### config.mk
export PLATFORM = sky130hd
export DESIGN_NAME = comparator_serial
export DESIGN_NICKNAME = d
export VERILOG_FILES = /design/src/rtl/comparator_serial.sv
export SDC_FILE = /design/constraint.sdc
export NUM_CORES = 1
export LEC_CHECK = 0
export ABC_AREA = 1
export BUFFER_PORTS_ARGS = -buffer_cell sky130_fd_sc_hd__buf_2
export CAP_MARGIN = 15
export CORE_AREA = 2 2 89 48
export CTS_CLUSTER_DIAMETER = 120
export DETAILED_ROUTE_END_ITERATION = 12
export DIE_AREA = 0 0 91 50
export HOLD_SLACK_MARGIN = 0.06
export PLACE_DENSITY = 0.82
export SYNTH_ARGS = -nofsm -noshare
export SYNTH_HDL_FRONTEND = slang
export SYNTH_SLANG_ARGS = --single-unit
### constraint.sdc
create_clock -name clk -period 4.13 [get_ports clk]
set_input_delay 0.6195 -clock clk [delete_from_list [all_inputs] [get_ports clk]]
set_output_delay 0.6195 -clock clk [all_outputs]
set_load 0.1 [all_outputs]
### src/rtl/comparator_serial.sv
// rtl/comparator_serial.sv - multi-cycle MSB-first magnitude comparator with valid/ready handshakes
module comparator_serial #(
    parameter int WIDTH      = 16,
    parameter int CHUNK      = 4,
    parameter int EARLY_EXIT = 1
) (
    input  logic             clk,
    input  logic             rst_n,
    input  logic             start_valid,
    output logic             start_ready,
    input  logic [WIDTH-1:0] a,
    input  logic [WIDTH-1:0] b,
    input  logic             signed_mode,
    output logic             res_valid,
    input  logic             res_ready,
    output logic             a_eq_b,
    output logic             a_gt_b,
    output logic             a_lt_b,
    output logic             busy
);
    localparam int NCHUNK = WIDTH / CHUNK;
    localparam int IDX_W  = (NCHUNK > 1) ? $clog2(NCHUNK) : 1;

    typedef enum logic [1:0] {IDLE, CMP, DONE} state_t;

    state_t             state, state_nx;
    logic [WIDTH-1:0]   a_q, b_q;
    logic               smode_q;
    logic [IDX_W-1:0]   idx;
    logic               diff_seen, diff_gt;
    logic [CHUNK-1:0]   ca, cb, flip;
    logic               top, last, chunk_ne, chunk_gt;
    logic               start_fire;

    // ready is gated by rst_n so it reads low for the whole reset window
    assign start_ready = rst_n && (state == IDLE);
    assign res_valid   = (state == DONE);
    assign busy        = (state == CMP);
    assign start_fire  = start_valid && start_ready;

    // Offset-binary trick: flipping the sign bit turns a signed compare into an unsigned one
    always_comb begin
        top  = (idx == IDX_W'(NCHUNK - 1));
        last = (idx == '0);
        flip = '0;
        flip[CHUNK-1] = smode_q && top;
        ca = a_q[idx*CHUNK +: CHUNK] ^ flip;
        cb = b_q[idx*CHUNK +: CHUNK] ^ flip;
        chunk_ne = (ca != cb);
        chunk_gt = (ca > cb);
    end

    always_ff @(posedge clk or negedge rst_n) begin
        if (!rst_n)
            state <= IDLE;
        else
            state <= state_nx;
    end

    always_comb begin
        state_nx = state;
        case (state)
            IDLE: if (start_fire) state_nx = CMP;
            CMP: begin
                if ((chunk_ne && (EARLY_EXIT != 0)) || last)
                    state_nx = DONE;
            end
            DONE: if (res_ready) state_nx = IDLE;
            default: state_nx = IDLE;
        endcase
    end

    always_ff @(posedge clk or negedge rst_n) begin
        if (!rst_n) begin
            a_q       <= '0;
            b_q       <= '0;
            smode_q   <= 1'b0;
            idx       <= '0;
            diff_seen <= 1'b0;
            diff_gt   <= 1'b0;
            a_eq_b    <= 1'b0;
            a_gt_b    <= 1'b0;
            a_lt_b    <= 1'b0;
        end else begin
            case (state)
                IDLE: begin
                    if (start_fire) begin
                        a_q       <= a;
                        b_q       <= b;
                        smode_q   <= signed_mode;
                        idx       <= IDX_W'(NCHUNK - 1);
                        diff_seen <= 1'b0;
                        diff_gt   <= 1'b0;
                    end
                end
                CMP: begin
                    // Only the most significant difference decides the result
                    if (chunk_ne && !diff_seen) begin
                        diff_seen <= 1'b1;
                        diff_gt   <= chunk_gt;
                    end
                    if (state_nx == DONE) begin
                        if (diff_seen) begin
                            a_gt_b <= diff_gt;
                            a_lt_b <= !diff_gt;
                        end else if (chunk_ne) begin
                            a_gt_b <= chunk_gt;
                            a_lt_b <= !chunk_gt;
                        end else begin
                            a_eq_b <= 1'b1;
                        end
                    end else begin
                        idx <= idx - 1'b1;
                    end
                end
                DONE: begin
                    if (res_ready) begin
                        a_eq_b <= 1'b0;
                        a_gt_b <= 1'b0;
                        a_lt_b <= 1'b0;
                    end
                end
                default: ;
            endcase
        end
    end
endmodule

==> results.ini <==
[sta]
slew_headroom_pct = 44.50
timing.final.crit_period_ns = 2.694
period_share_pct = 65.23
fmax_mhz = 371.2
slew_violations = 0
whs_ns = 0.4261
rsz0062_at_grt = false
layout_setup_ws_ns = 1.436
final.setup.tns_ns = 0
finalHoldViolCount = 0
final-setup-viol-count = 0
worstMarginPinSlew_ns = 0.8315
finClkSkew_ns = 0.009160

[run_status]
status = finished, final reports clean

[worst_setup_path]
path_cells = buf_4 > inv_1 > o21ai_0 > o22ai_1 > xor2_1 > ha_1 > nand2_1 > nor2_2 > nand3_1 > nand2_1 > nand2_1 > nand3_1 > nand2_2 > nand2_1 > nand2_1 > nand2_1
slowest_stage = dfrtp_1
path_max_fanout = 20
worst-path-buf-inv = 2
cp_slowest_stage_delay_ns = 0.36
cp_top_family = simple AND/OR/NAND/NOR gates
cp-start-kind = flop
cp_common_cell = nand2_1
path_class = reg -> reg
cp.required_ns = 4.36
crit_arrival_ns = 2.92
critPathCaptureType = flop

[clock_tree]
cts_num_sinks = 42
root_buffer = clkbuf_8
cts_buffer_depth = 2
path_clk_slew_ns = 0.08
cts_setup_buffers = 0
cts_resized = 0
clkLatencyLatePin_ns = 0.29
ctsHoldBuffers = 0
htreeDepth = 2
numCtsBuffers = 5
cts_tree = built

[logic_synthesis]
seq_area_frac_synth_pct = 49.41
synth_cell_types = 24
ys_ff_latch = 42
syn_inst = 209
synth_area_um2 = 2127
syn_nets = 256
synth.top_cells.by_area = dfrtp_1, mux2_2, nand2_1
synth-compound-area-share_pct = 9.353
ys_warn_count = 0
synth-simple-area-share_pct = 13.18
synthAdderAreaFrac_pct = 5.882
post_synth_mux_area_share_pct = 17.47
post-synth-top-area-fraction_pct = 49.41
synth_area_leader_cell = dfrtp_1
synth_top_family_by_area = multiplexers
synth_xor_xnor_area_share_pct = 0.8235
syn_avg_cell_area_um2 = 10.18

[detailed_routing]
totalWireLength_mm = 4.106
avgRoutedWirePerCell_um = 13.37
dr.first_iter.drc_count = 75
via_per_inst = 5.228
vias = 1605
ant_nets = 0
dr.pass1.iters = 4
drc = 0

[grt]
antenna_found_initial = 0
grt_pass1_wl_mm = 7.307
grt_max_degree = 44
grt_pass1_vias = 1562
grt_usage_pct = 20.62
overflow = 0

[floorplanning]
dieArea_um2 = 4550
coreArea_um2 = 3764
row_count = 16
boundaryPins = 43
start_util_pct = 56.52
dieWidth_um = 91
fp.dieH_um = 50

[final_layout]
final_cells = 307
drive_above_1_share_pct = 33.99
diodes = 0
mostFrequentLayoutCells = dfrtp_1, buf_2, nand2_1
fin_nets = 299
syn_to_final_growth_pct = 17.00

[placed_design]
gp_congestion = 0.8073
dp_cells = 299
dp_slack_ns = 1.474
dp_hpwl_mm = 3.017
io_buffers = 42

[power_and_ir_drop]
power_leakage_uw = 0.001203
ir_drop_mv = 0.3600
powerDensity_nw_per_um2 = 932.4
total_power_uw = 2321

[run]
cap_violations = 0

[hold_path]
hp-class = in -> async

-- power breakdown --
group          switching [µW]  internal (µW)  total [µW]
clock                     134            181         314
combinational             768            483        1250
sequential                132            622         755
-- stage by stage --
step                util, %  area (µm²)
finish                66.12        2489
global placement      63.30        2382
CTS                   66.12        2489
detailed placement    63.30        2382
floorplan                 -        2127
global route          66.12        2489
-- worst paths after layout --
check	startpoint	endpoint	slack, ns	cells after the start
setup / recovery	idx[0]	a_lt_b	1.44	16
hold / removal	rst_n	a_q[15]	0.43	2
setup reg to reg	idx[0]	a_lt_b	1.44	16
hold reg to reg	a_gt_b	a_gt_b	0.47	2
max in group asynchronous	rst_n	b_q[1]	3.33	2
min in group clk	a_gt_b	a_gt_b	0.47	2
-- cells in the mapped netlist (all sizes together) --
library cell / number
a32o: 3
a21oi: 8
o22ai: 6
o21ai: 14
nand2: 41
xnor2: 1
ha: 10
xor2: 1
a31oi: 1
mux2: 33
inv: 12
nor2: 17
nand4: 1
clkbuf: 1
dfrtp: 42
o21bai: 1
nand3: 8
and2: 1
o21a: 1
buf: 7
-- per-layer routing --
layer  up-vias  GRT usage, %  share of wire [%]
li1        793             -                  -
met1       764         31.26                 52
met2        46         28.64                 41
met3         2         6.116                6.6
met4         0         5.303               0.19
met5         -             0                  0
-- flip-flops by register name, indices dropped and copies added, names as in the netlist, 2 cells and up --
register,flops
idx,2
state,2
b_q,16
a_q,16
-- cells by family after synthesis --
kind of cell | count (synthesis)
AOI/OAI and AO/OA | 34
xor gates and xnor gates | 2
adders and majority gates | 10
buffers and inverters | 20
DFF | 42
muxes | 33
and+or+nand+nor | 68
-- cell type report --
cell class                 count  area (µm²)
clock buffer                   7       76.32
clock inverter                 1       30.03
fill                         325        1275
inverter                      12       45.04
multi-input combinational    147       993.5
sequential                    42        1051
tap                           54       67.56
timing repair buffer          44       225.2
Power figures use the tool's default switching activity.
